`src/rtl/fetch_seq.sv`:
```
// fetch_seq -- multi-cycle Y86-64 instruction fetch unit.
//
// Reads one instruction from a byte-addressed instruction memory in beats of
// BEAT_BYTES bytes, sizes it from the icode nibble of the first byte and
// assembles icode/ifun/rA/rB/valC/valP for decode.
//
// Ports:
//   clk, rst_n          clock, asynchronous active-low reset
//   start, pc           fetch request and address (taken only when idle)
//   mem_rd_en, mem_addr single-cycle beat read request and its byte address
//   mem_rd_data         beat data, byte i = mem[mem_addr+i]
//   mem_rd_valid        beat data valid (one read outstanding at most)
//   busy                high whenever not idle
//   out_valid/out_ready result handshake towards decode
//   icode, ifun, rA, rB, valC, valP, instr_valid, imem_error  fetch result
module fetch_seq #(
    parameter int ADDR_W     = 64,
    parameter int BEAT_BYTES = 1,
    parameter int MEM_BYTES  = 1024
) (
    input  logic                    clk,
    input  logic                    rst_n,
    input  logic                    start,
    input  logic [ADDR_W-1:0]       pc,
    output logic                    mem_rd_en,
    output logic [ADDR_W-1:0]       mem_addr,
    input  logic [8*BEAT_BYTES-1:0] mem_rd_data,
    input  logic                    mem_rd_valid,
    output logic                    busy,
    output logic                    out_valid,
    input  logic                    out_ready,
    output logic [3:0]              icode,
    output logic [3:0]              ifun,
    output logic [3:0]              rA,
    output logic [3:0]              rB,
    output logic [63:0]             valC,
    output logic [ADDR_W-1:0]       valP,
    output logic                    instr_valid,
    output logic                    imem_error
);

    localparam logic [ADDR_W-1:0] MEM_LIMIT = ADDR_W'(MEM_BYTES);

    typedef enum logic [1:0] {S_IDLE, S_WAIT, S_DONE} state_t;

    // Instruction length in bytes from the icode nibble; undefined icodes
    // are treated as one-byte instructions.
    function automatic logic [3:0] f_len(input logic [3:0] ic);
        case (ic)
            4'h0, 4'h1, 4'h9:         f_len = 4'd1;
            4'h2, 4'h6, 4'hA, 4'hB:   f_len = 4'd2;
            4'h7, 4'h8:               f_len = 4'd9;
            4'h3, 4'h4, 4'h5:         f_len = 4'd10;
            default:                  f_len = 4'd1;
        endcase
    endfunction

    // ---------------------------------------------------------------- state
    state_t              r_state;
    logic [ADDR_W-1:0]   r_pc;
    logic [3:0]          r_cnt;
    logic [7:0]          r_buf [10];
    logic                r_mem_rd_en;
    logic [ADDR_W-1:0]   r_mem_addr;
    logic                r_busy;
    logic                r_out_valid;
    logic [3:0]          r_icode;
    logic [3:0]          r_ifun;
    logic [3:0]          r_ra;
    logic [3:0]          r_rb;
    logic [63:0]         r_valc;
    logic [ADDR_W-1:0]   r_valp;
    logic                r_iv;
    logic                r_err;

    state_t              w_state_next;
    logic [ADDR_W-1:0]   w_pc_next;
    logic [3:0]          w_cnt_next;
    logic [7:0]          w_buf_next [10];
    logic                w_mem_rd_en_next;
    logic [ADDR_W-1:0]   w_mem_addr_next;
    logic [3:0]          w_icode_next;
    logic [3:0]          w_ifun_next;
    logic [3:0]          w_ra_next;
    logic [3:0]          w_rb_next;
    logic [63:0]         w_valc_next;
    logic [ADDR_W-1:0]   w_valp_next;
    logic                w_iv_next;
    logic                w_err_next;

    // ------------------------------------------------- beat merge into buffer
    logic [63:0] w_data64;
    logic [7:0]  w_merge [10];

    assign w_data64 = 64'(mem_rd_data);

    // Buffer slot gi takes beat byte (gi - cnt) when that byte belongs to the
    // current beat. Bytes whose address lies past the end of memory are
    // stored as zero so that partial results never carry stale data.
    for (genvar gi = 0; gi < 10; gi++) begin : g_merge
        logic [4:0] w_k;
        logic       w_take;
        logic       w_in_range;

        assign w_k        = 5'(gi) - {1'b0, r_cnt};
        assign w_take     = (5'(gi) >= {1'b0, r_cnt}) && (w_k < 5'(BEAT_BYTES));
        assign w_in_range = (r_pc + ADDR_W'(gi)) < MEM_LIMIT;
        assign w_merge[gi] = !w_take    ? r_buf[gi] :
                             w_in_range ? w_data64[8*w_k[2:0] +: 8] : 8'h00;
    end

    // ------------------------------------------------------ length / fields
    logic [3:0]        w_len;
    logic [4:0]        w_cnt_sum;
    logic [3:0]        w_cnt_new;
    logic [ADDR_W-1:0] w_next_addr;
    logic              w_need_err;
    logic [3:0]        w_asm_ra;
    logic [3:0]        w_asm_rb;
    logic [63:0]       w_asm_valc;

    // Byte 0 is always present in w_merge once the first beat has arrived.
    assign w_len       = f_len(w_merge[0][7:4]);
    assign w_cnt_sum   = {1'b0, r_cnt} + 5'(BEAT_BYTES);
    assign w_cnt_new   = (w_cnt_sum > 5'd10) ? 4'd10 : w_cnt_sum[3:0];
    assign w_next_addr = r_pc + ADDR_W'(w_cnt_new);
    // pc is below MEM_BYTES here, so the sum cannot wrap.
    assign w_need_err  = (r_pc + ADDR_W'(w_len)) > MEM_LIMIT;

    always_comb begin
        w_asm_ra   = 4'hF;
        w_asm_rb   = 4'hF;
        w_asm_valc = '0;
        if (w_len == 4'd2 || w_len == 4'd10) begin
            w_asm_ra = w_merge[1][7:4];
            w_asm_rb = w_merge[1][3:0];
        end
        for (int j = 0; j < 8; j++) begin
            if (w_len == 4'd10) begin
                w_asm_valc[8*j +: 8] = w_merge[j+2];
            end else if (w_len == 4'd9) begin
                w_asm_valc[8*j +: 8] = w_merge[j+1];
            end
        end
    end

    // --------------------------------------------------------- next state
    always_comb begin
        w_state_next     = r_state;
        w_pc_next        = r_pc;
        w_cnt_next       = r_cnt;
        w_buf_next       = r_buf;
        w_mem_rd_en_next = 1'b0;
        w_mem_addr_next  = r_mem_addr;
        w_icode_next     = r_icode;
        w_ifun_next      = r_ifun;
        w_ra_next        = r_ra;
        w_rb_next        = r_rb;
        w_valc_next      = r_valc;
        w_valp_next      = r_valp;
        w_iv_next        = r_iv;
        w_err_next       = r_err;

        case (r_state)
            S_IDLE: begin
                if (start) begin
                    w_pc_next  = pc;
                    w_cnt_next = '0;
                    for (int j = 0; j < 10; j++) begin
                        w_buf_next[j] = '0;
                    end
                    if (pc < MEM_LIMIT) begin
                        w_mem_rd_en_next = 1'b1;
                        w_mem_addr_next  = pc;
                        w_state_next     = S_WAIT;
                    end else begin
                        // No memory access: report a one-byte nop-like
                        // result flagged as a memory error.
                        w_state_next = S_DONE;
                        w_icode_next = 4'h1;
                        w_ifun_next  = 4'h0;
                        w_ra_next    = 4'hF;
                        w_rb_next    = 4'hF;
                        w_valc_next  = '0;
                        w_valp_next  = pc + ADDR_W'(1);
                        w_iv_next    = 1'b1;
                        w_err_next   = 1'b1;
                    end
                end
            end

            S_WAIT: begin
                if (mem_rd_valid) begin
                    w_buf_next   = w_merge;
                    w_cnt_next   = w_cnt_new;
                    w_icode_next = w_merge[0][7:4];
                    w_ifun_next  = w_merge[0][3:0];
                    w_ra_next    = w_asm_ra;
                    w_rb_next    = w_asm_rb;
                    w_valc_next  = w_asm_valc;
                    w_valp_next  = r_pc + ADDR_W'(w_len);
                    w_iv_next    = (w_merge[0][7:4] <= 4'hB);
                    if (w_cnt_new >= w_len) begin
                        // A wide beat may run past the end of memory while
                        // still covering the whole instruction; the error
                        // flag then reflects whether every byte was legal.
                        w_state_next = S_DONE;
                        w_err_next   = w_need_err;
                    end else if (w_next_addr >= MEM_LIMIT) begin
                        w_state_next = S_DONE;
                        w_err_next   = 1'b1;
                    end else begin
                        w_mem_rd_en_next = 1'b1;
                        w_mem_addr_next  = w_next_addr;
                    end
                end
            end

            S_DONE: begin
                if (out_ready) begin
                    w_state_next = S_IDLE;
                end
            end

            default: begin
                w_state_next = S_IDLE;
            end
        endcase
    end

    // ------------------------------------------------------------ registers
    always_ff @(posedge clk or negedge rst_n) begin
        if (!rst_n) begin
            r_state     <= S_IDLE;
            r_pc        <= '0;
            r_cnt       <= '0;
            for (int j = 0; j < 10; j++) begin
                r_buf[j] <= '0;
            end
            r_mem_rd_en <= 1'b0;
            r_mem_addr  <= '0;
            r_busy      <= 1'b0;
            r_out_valid <= 1'b0;
            r_icode     <= 4'h0;
            r_ifun      <= 4'h0;
            r_ra        <= 4'hF;
            r_rb        <= 4'hF;
            r_valc      <= '0;
            r_valp      <= '0;
            r_iv        <= 1'b0;
            r_err       <= 1'b0;
        end else begin
            r_state     <= w_state_next;
            r_pc        <= w_pc_next;
            r_cnt       <= w_cnt_next;
            r_buf       <= w_buf_next;
            r_mem_rd_en <= w_mem_rd_en_next;
            r_mem_addr  <= w_mem_addr_next;
            r_busy      <= (w_state_next != S_IDLE);
            r_out_valid <= (w_state_next == S_DONE);
            r_icode     <= w_icode_next;
            r_ifun      <= w_ifun_next;
            r_ra        <= w_ra_next;
            r_rb        <= w_rb_next;
            r_valc      <= w_valc_next;
            r_valp      <= w_valp_next;
            r_iv        <= w_iv_next;
            r_err       <= w_err_next;
        end
    end

    assign mem_rd_en   = r_mem_rd_en;
    assign mem_addr    = r_mem_addr;
    assign busy        = r_busy;
    assign out_valid   = r_out_valid;
    assign icode       = r_icode;
    assign ifun        = r_ifun;
    assign rA          = r_ra;
    assign rB          = r_rb;
    assign valC        = r_valc;
    assign valP        = r_valp;
    assign instr_valid = r_iv;
    assign imem_error  = r_err;

endmodule

```
`config.mk`:
```
export PLATFORM = sky130hd
export DESIGN_NAME = fetch_seq
export DESIGN_NICKNAME = d
export VERILOG_FILES = /design/src/rtl/fetch_seq.sv
export SDC_FILE = /design/constraint.sdc
export NUM_CORES = 1
export LEC_CHECK = 0
export ABC_AREA = 1
export BUFFER_PORTS_ARGS = -buffer_cell sky130_fd_sc_hd__buf_2
export CAP_MARGIN = 20
export CORE_AREA = 2 2 287 346
export DETAILED_ROUTE_END_ITERATION = 6
export DIE_AREA = 0 0 289 348
export GPL_TIMING_DRIVEN = 0
export SLEW_MARGIN = 40
export SYNTH_ARGS = -nofsm -noshare
export SYNTH_HDL_FRONTEND = slang
export SYNTH_SLANG_ARGS = --single-unit
```
`constraint.sdc`:
```
create_clock -name clk -period 5.7 [get_ports clk]
set_clock_uncertainty 0.05 [all_clocks]
set_input_delay 0.855 -clock clk [delete_from_list [all_inputs] [get_ports clk]]
set_output_delay 0.855 -clock clk [all_outputs]
set_load 0.01 [all_outputs]
```
## Yosys cells after proc, flatten, opt, wreduce, memory -nomap -nowiden

Memory sizes are Yosys's and may differ from the RTL's.
Index checks and enable logic that the tools add are counted.
Widths: inputs -> output; s select.

- $add $sub $neg: 23
- Reduce and logical (&&, ||, !) cells: 19
- Magnitude comparators: 36
- Shifts and indexed selects: 10
- Muxes and demuxes: 94
- Equality and inequality tests: 13

Operators with widths:

| cell | count |
|---|---|
| $lt 64x11->1 const B | 11 |
| $mux 64 | 11 |
| $shiftx 64x7->8 | 10 |
| $pmux 64 s2 | 3 |
| $mux 8 | 36 |
| $add 64x3->64 const B | 4 |
| $mux 80 | 2 |
| $pmux 80 s2 | 1 |
| $add 64x1->64 const B | 2 |
| $add 64x2->64 const B | 2 |
| $add 64x4->64 | 2 |
| $add 64x4->64 const B | 2 |
| $ge 64x11->1 const B | 1 |
| $gt 64x11->1 const B | 1 |
| $mux 4 | 15 |
| $lt 5x1->1 const B | 10 |
| $pmux 4 s2 | 5 |
| $sub 3x4->5 const A | 4 |
| $ge 3x4->1 const A | 4 |
| $mux 2 | 6 |
| $ne 2x2->1 const B | 6 |
| $mux 1 | 11 |
| $logic_and 1x1->1 | 10 |
| $sub 1x4->5 const A | 2 |
| 24 further kinds | 34 |

- Register bits after elaboration: 363
- Output and inout bits: 213
- Memory bits (read-only): 48
- Memories: 1
- Input port bits: 77

Memory list:

| name | depth | bits a word | read ports | clocked after Yosys merged registers in | wr ports | line | text |
|---|---|---|---|---|---|---|---|
| (name not given) | 16 | 3 | 1 | 0 | 0 | 49 | `case (ic)` |

## Depth between registers and ports, before layout

Gate-level depths: netlist of run 1.

- Depth in word-level cells: 10
- Depth in mapped cells: 38
- Mapped depth without buffers: 35

## Least setup slack after synthesis of run 1

No wires, ideal clock.

- Path type: reg-to-reg
- From: reg r_cnt[1]
- To: reg r_err, in the netlist imem_error
- Path buffers: 1
- Clock period less this slack: 4.796 ns
- Arrival time: 4.628 ns
- Stages on the path, launching flop included: 33
- Setup time: 0.118 ns
- Path slack: 0.904 ns
- Data required time: 5.532 ns
- Path through: dfrtp_1 clkbuf_1 clkinv_1 ha_1 nor2_1 nand2_1 nor3_1 nand2_1 nand2_1 nand2_1 nand2_1 nand2_1 nand2_1 ha_1 inv_1 fa_1 inv_1 nand3_1 nand2_1 nand2_1 nor2_1 nand2_1 nor2_1 xor2_1 nand2_1 nor2_1 nand2_1 nor2_1 nand3_1 nand2_1 nand3_1 nand3_1 nand2_1

- Longest elaborated chain between the ends: 10
- Elaborated cells on any way between the ends: 21

Ends and longest elaborated chain:

| what | line | text |
|---|---|---|
| from (decl) | 61 | `logic [3:0] r_cnt;` |
| from (signal assigned) | 255 | `r_cnt <= w_cnt_next;` |
| $sub 1x4->5 | 105 | `assign w_k = 5'(gi) - {1'b0, r_cnt};` |
| $shiftx 64x7->8 or $lt 5x1->1 (tied branches) | 109, 106 |  |
| $mux 8 or $logic_and 1x1->1 (tied branches) | 109, 106 |  |
| $mux 8 | 108 | `assign w_merge[gi] = !w_take ? r_buf[gi] :` |
| $mem_v2 16x3 | - |  |
| $add 64x4->64 | 128 | `assign w_need_err = (r_pc + ADDR_W'(w_len)) > MEM_LIMIT;` |
| $gt 64x11->1 | 128 |  |
| $mux 1 | 203 | `if (w_cnt_new >= w_len) begin` |
| $mux 1 | 193 | `if (mem_rd_valid) begin` |
| $pmux 1 s2 | 164 | `case (r_state)` |
| to (signal assigned) | 268 | `r_err <= w_err_next;` |
| to (decl) | 74 | `logic r_err;` |

Several ways; a longest one is shown, not always the timed one. The select of a mux whose other input is x is not followed.
A chain may end at the register's enable or synchronous reset.

## Final worst setup path of run 1

- From: reg r_pc[41]
- To: reg r_err, in the netlist imem_error

- Longest elaborated chain between the ends: 9
- Elaborated cells on any way between the ends: 14

Ends and longest elaborated chain:

| what | line | text |
|---|---|---|
| from (decl) | 60 | `logic [ADDR_W-1:0] r_pc;` |
| from (signal assigned) | 254 | `r_pc <= w_pc_next;` |
| $lt 64x11->1 | 107 | `assign w_in_range = (r_pc + ADDR_W'(gi)) < MEM_LIMIT;` |
| $mux 8 | 109 | `w_in_range ? w_data64[8*w_k[2:0] +: 8] : 8'h00;` |
| $mux 8 | 108 |  |
| $mem_v2 16x3 | - |  |
| $add 64x4->64 | 128 |  |
| $gt 64x11->1 | 128 |  |
| $mux 1 | 203 |  |
| $mux 1 | 193 |  |
| $pmux 1 s2 | 164 |  |

Several ways; a longest one is shown, not always the timed one. The select of a mux whose other input is x is not followed.

==> results.md, run 1 <==
- The flow ran to the end, but the final reports show violations.
- The checks that failed: negative setup slack.
- The post-synthesis cell count is around 5700.
- The combinational family with the most area after synthesis is simple AND/OR/NAND/NOR gates.
- The largest fanout of any net on the critical path is 10.
- In the layout the commonest cells are 2076 x sky130_fd_sc_hd__nand2_1, 646 x sky130_fd_sc_hd__nor2_1, 613 x sky130_fd_sc_hd__nand3_1.
- In the final layout, the share of cells above drive strength 1 is 0.134.
- The slew at the pin closest to its max-slew limit is a little under 1000 ps.
- Counting flops with an async set or reset pin after synthesis yields a share of 1.00.
- The max-slew violation count is 0.
- The power per unit of standard cell area is around 270 nW/um^2.
- The smallest clock period supported by the final layout is computed as about 5800 ps.
- The H-tree was split into 2 levels.
- The register bit total from synthesis is approximately 360.
- TritonCTS built the clock tree.
- The endpoint required time on the critical path is between 6000 and 7000 ps.
- The remaining max-slew budget at the tightest pin is 0.352.
- The slowest cell on the critical path is sky130_fd_sc_hd__clkinv_1.
- The delay of the slowest cell on the worst path is approximately 650 ps.
- After the last flow step, the layout net total stands at 6152.
- Of the total synthesized cell area, the portion taken by full adders, half adders and majority gates is 0.0119.
- Counting along the longest clock path gives a buffer depth of 3.
- The number of rows created at floorplan is roughly 130.
- The core region is between 90000 and 100000 um^2.
- The total CTS buffers is 42.
- Of the post-synthesis cell area, the part taken by muxes is 0.
- The most critical setup path has its startpoint at r_pc[41]$_DFFE_PN0P_.
- The count of warnings emitted by yosys is 0.
- The category of the critical setup timing path is register to register.
- The endpoint of the lowest-slack register-to-register path is imem_error$_DFFE_PN0P_.
- The count of hold buffers inserted by post-cts repair is 0.
- The portion of the post-synthesis area used by sequential elements is 0.269.
- The number of enable flip-flop cells after synthesis is 0.
- The mean routed wirelength per cell is 34.3 um.
- The kind of cell with the highest combined delay along the critical path is simple AND/OR/NAND/NOR gates.
- STA classifies the critical path endpoint as a register.
- The remaining number of nets flagged by the antenna check after routing is 0.
- The x dimension of the die is 289 um.
- Relative to the synthesized area, the layout overhead comes to 15.9%.
- The critical path startpoint category is a register.
- At the placement stage, the worst setup path has a slack of -2050 ps.
- The number of nets handed over by synthesis was between 5000 and 6000.
- The via count of the first global-routing pass is approximately 42000.
- Leaving out fill and tap cells, the most frequent cell in the layout is sky130_fd_sc_hd__nand2_1.
- The synthesized-area fraction occupied by ao, oa, aoi and oai cells came to 0.0954.
- The count of buffers added on input and output ports is between 200 and 300.
- By instance count, the cell type seen most on the critical path is sky130_fd_sc_hd__nand2_1.
- The post-synthesis cell type count is 62.
- The routed via count is 44700.
- Measured in cells, the most critical reg-to-reg path has a length of 29.
- The setup check on the worst reg-to-reg path leaves a slack of -70 ps.
- The fraction of synthesized cell area in xor and xnor cells is 0.0494.
- The congestion estimate from routability-driven global placement came to 1.14.
- During I/O placement, the number of pins put on the boundary was 290.
- The post-synthesis cell area is between 30000 and 40000 um^2.
- The top achievable clock speed is 173 MHz.
- The die outline height is roughly 350 um.
- The least setup slack across all paths after layout is -70.0 ps.
- For this run, the detailed router's first-pass iteration total came to 6.
- The number of filler cells placed in the layout is 10900.
- The clock latency reported for the late side of the worst-skew pair is around 650 ps.
- The violation count after the first detailed-route iteration is 5983.
- The critical path buffer and inverter count is 3.
- Setup violations remaining at the end of the flow were counted as 1.
- The estimated wirelength of the detail-placed design is ~210000 um.
- The tool flagged a number of max-cap violations equal to 0.
- The primary flip-flop cell chosen by synthesis mapping is sky130_fd_sc_hd__dfrtp_1.
- The number of antenna violations at the first check in global routing was 12.
- The overall fraction of global-route tracks in use is 0.490.
- Dividing the synthesized area by the synthesized cell count gives roughly 6.0 um^2.
- The startpoint of the worst-slack reg-to-reg timing path is r_pc[41]$_DFFE_PN0P_.
- The clock transition time at the flip-flop clock pins of the worst setup and hold paths is 70 ps.
- The path class of the lowest-slack min-delay path is input port to async pin.
- For this run, design rule violations remaining after detail routing come to 0.
- The TritonCTS sink count is between 300 and 400.
- The first global-routing pass estimated between 300000 and 400000 um of wire.
- Setup repair after global routing could not meet its margin everywhere.
- On the final layout, the worst hold slack is between 60 and 70 ps.
- VDD sags by at most between 0.2 and 0.3 mV.
- The cell at the root of the clock tree is sky130_fd_sc_hd__clkbuf_16.
- The share of the cycle needed by the critical path after routing is 1.01.
- The die covers between 100000 and 150000 um^2.
- The routed design has around 250000 um of wire.
- For this run the aggregate overflow at the end of global routing stands at 0.
- The post-synthesis share of cell area spent on and, or, nand and nor gates is 0.487.
- STA puts the critical path data arrival time at between 6000 and 7000 ps.
- In the routed layout, each cell is associated on average with a via count of 6.07.
- The initial cell density of the core is 0.347.
- Entering global routing, the biggest net connects 73 pins.
- The count of endpoints failing hold in the final timing report is 0.
- For this design the static power due to leakage is 0.0191 uW.
area by class of cell:
class	instances	area, um^2	area share
clock buffers	54	1170	0.0297
plain buffers	258	1320	0.0336
diodes	4	10.0	0.000255
flip-flops and latches	363	9100	0.232
inverters	461	1790	0.0456
clock inverters	23	285	0.00727
multi-input cells	4597	22100	0.564
repair buffers	321	1810	0.0461
well taps	1280	1600	0.0408
through the flow:
stage / utilization / setup TNS [ps] / cell area, um^2 / std cells / power [uW]
floorplan: - / 0 / 33800 / 5680 / 5150
global placement: 0.379 / -1362820 / 36900 / 7249 / 7410
detailed placement: 0.382 / -108200 / 37200 / 7260 / 7430
CTS: 0.399 / 0 / 38900 / 7344 / 10300
global route: 0.402 / -43.8 / 39200 / 7357 / 10800
finish: 0.403 / -70.0 / 39200 / 7361 / 10700
report_power, final:
group,internal (uW),switching [uW],total (uW),leakage (uW)
Sequential,2780,331,3110,0.00476
Combinational,1030,3670,4700,0.0136
Clock,1580,1290,2870,0.000693
Total,5390,5290,10700,0.0191
cells in the mapped netlist, types with 20 or more instances:
master / number / share of area
sky130_fd_sc_hd__a21oi_1: 48 / 0.0071
sky130_fd_sc_hd__buf_2: 54 / 0.0080
sky130_fd_sc_hd__clkinv_1: 29 / 0.0032
sky130_fd_sc_hd__ha_1: 29 / 0.011
sky130_fd_sc_hd__o21ai_0: 311 / 0.046
sky130_fd_sc_hd__nor2_2: 45 / 0.0083
sky130_fd_sc_hd__a31oi_1: 20 / 0.0037
sky130_fd_sc_hd__buf_4: 37 / 0.0082
sky130_fd_sc_hd__buf_1: 20 / 0.0022
sky130_fd_sc_hd__nor4_1: 23 / 0.0043
sky130_fd_sc_hd__nand2_2: 32 / 0.0059
sky130_fd_sc_hd__nand3_1: 616 / 0.091
sky130_fd_sc_hd__nor3_1: 75 / 0.011
sky130_fd_sc_hd__nand2_1: 2091 / 0.23
sky130_fd_sc_hd__dfrtp_1: 355 / 0.26
sky130_fd_sc_hd__nor2_1: 675 / 0.075
sky130_fd_sc_hd__clkbuf_1: 140 / 0.016
sky130_fd_sc_hd__xor2_1: 189 / 0.049
sky130_fd_sc_hd__o21ai_1: 34 / 0.0050
sky130_fd_sc_hd__inv_1: 421 / 0.047
sky130_fd_sc_hd__a21boi_0: 54 / 0.012
sky130_fd_sc_hd__nand4_1: 181 / 0.033
sky130_fd_sc_hd__nor2_4: 38 / 0.013
cell families (layout without fill, tap and decap cells):
| kind of cell | count (synthesis) | in the layout |
|---|---|---|
| simple gates | 3819 | 3819 |
| xor+xnor | 191 | 191 |
| fa+ha+maj | 31 | 31 |
| compound gates | 556 | 556 |
| buf+inv | 720 | 1117 |
| flops | 363 | 363 |
| other cells | 0 | 4 |
worst max-delay path by stage:
stage / endpoint / slack [ps] / cells past startpoint
detailed placement: imem_error$_DFFE_PN0P_ / -2050 / 35
CTS: mem_addr[6]$_DFFE_PN0P_ / 20 / 27
floorplan: imem_error$_DFFE_PN0P_ / 900 / 32
global route: imem_error$_DFFE_PN0P_ / -40 / 34
finish: imem_error$_DFFE_PN0P_ / -70 / 29
global placement: valC[39]$_DFFE_PN0P_ / -3550 / 1
flip-flops by register name, indices dropped and copies added, names as in the netlist:
name	cells
r_buf	80
mem_addr	64
r_pc	64
valC	64
valP	64
icode	4
ifun	4
rA	4
rB	4
r_cnt	4
r_state	2
busy	1
imem_error	1
instr_valid	1
mem_rd_en	1
out_valid	1
layer usage:
layer	vias to the layer above	part of all wire	routed length (um)	global-route usage
met5	-	0.00033	84	0
met2	3123	0.43	108000	0.745
met3	976	0.11	26900	0.128
li1	19100	-	-	-
met4	10	0.10	26300	0.406
met1	21500	0.36	91400	0.577
timing repair:
| item | CTS | global route |
|---|---|---|
| resized for setup | 53 | 61 |
| setup endpoints to repair | 121 | 101 |
| buffers inserted | 8 | 11 |
| cloned | 0 | 0 |
| pin swaps | 4 | 9 |
Power figures use the tool's default switching activity.
==> run 2: changes to the inputs <==
Settings changed: CORE_AREA 2 2 287 346 to 2 2 230 277, DIE_AREA 0 0 289 348 to 0 0 232 279, PLACE_DENSITY set to 0.74.
==> results.md, run 2 <==
- The TritonCTS sink count was 363 (unchanged).
- The async set or reset register ratio after synthesis was 1.00 (unchanged).
- The maximum number of pins on one net before global-route repair is between 70 and 80.
- The portion of the post-synthesis area used by sequential elements came to 0.269 (unchanged).
- CTS placed an instance of sky130_fd_sc_hd__clkbuf_16 at the clock tree root.
- The net count after synthesis is 5788 (unchanged).
- Ranked by total cell area, the synthesized netlist is headed by sky130_fd_sc_hd__dfrtp_1 26%, sky130_fd_sc_hd__nand2_1 23%, sky130_fd_sc_hd__nand3_1 9.1%.
- The synthesized design spends more area on one cell type than any other, namely sky130_fd_sc_hd__dfrtp_1.
- In the global route stage, overall resource usage came out at 0.677.
- The number of rows created at floorplan is 100 (-21%).
- The most used flip-flop cell after synthesis is sky130_fd_sc_hd__dfrtp_1.
- The number of H-tree branching levels is 2 (unchanged).
- The number of enable flip-flop cells after synthesis came to 0 (unchanged).
- The worst-case clock buffer depth came to 3 (unchanged).
- The flow halted during global routing (5_1_grt).
- The final weighted congestion in routability-driven placement came to 1.44 (+27%).
- The post-place instance area is 36500 um^2 (-1.9%).
- The initial cell density of the core is 0.546 (+0.199).
- The die outline height is 279 um (-20%).
- The run stopped with a tool error.
- The top cell type's share of synthesized area is 0.263 (unchanged).
- The post-synthesis cell type count is 62 (unchanged).
- The register bit total from synthesis came to 363 (unchanged).
- The quantity of I/O buffers inserted on ports is 289 (unchanged).
- The number of top-level design ports came to 290 (unchanged).
- The count of warnings emitted by yosys is 0 (unchanged).
- The commonest cells after synthesis are 2091 x sky130_fd_sc_hd__nand2_1, 675 x sky130_fd_sc_hd__nor2_1, 616 x sky130_fd_sc_hd__nand3_1.
- The post-CTS setup-driven buffer insertion count came to 0 (-8).
- The mean instance size in the synthesized netlist was 5.96 um^2 (unchanged).
- The tool reported: "[ERROR GRT-0116] Global routing finished with congestion. Check the congestion regions in the DRC Viewer".
- The global-route wire length before repair is approximately 320000 um.
- The estimated wirelength of the detail-placed design is 161000 um (-22%).
- In the post-synthesis netlist, the cell with the most instances is sky130_fd_sc_hd__nand2_1.
- The post-synthesis cell count was 5680 (unchanged).
- The x dimension of the die is 232 um (-20%).
- The via count of the first global-routing pass is ~45000.
- After global routing the overflow that remains totals about 120.
- The total CTS buffers is 40 (-4.8%).
- The post-synthesis cell area was 33800 um^2 (unchanged).
run 2: cell counts after synthesis:
No cell type changed its count.
run 2: logic make-up after synthesis:
logic type | after synthesis | share of synthesized area
flip-flops | 363 | 0.269
AO/OA/AOI/OAI | 556 | 0.0954
AND/OR/NAND/NOR | 3819 | 0.487
buffers and inverters | 720 | 0.0876
XOR/XNOR | 191 | 0.0494
adder cells (fa/ha/maj) | 31 | 0.0119
run 2: repair_timing:
item	in CTS
hold buffers	0
endpoints found under the setup margin	104
gates resized for setup	23
pin swaps	0
endpoints found under the hold margin	0
run 2: stage by stage:
step	worst slack (ps)	std cells	utilization
after floorplan	904	5680	-
after global placement	-3220	6785	0.586
after detailed placement	-1290	6790	0.589
after CTS	-23.5	6861	0.613
run 2: metal layers:
metal / track usage / GRT overflow
met1: 0.716 / 1
met2: 0.875 / 61
met3: 0.465 / 6
met4: 0.612 / 48
met5: 0.142 / 0
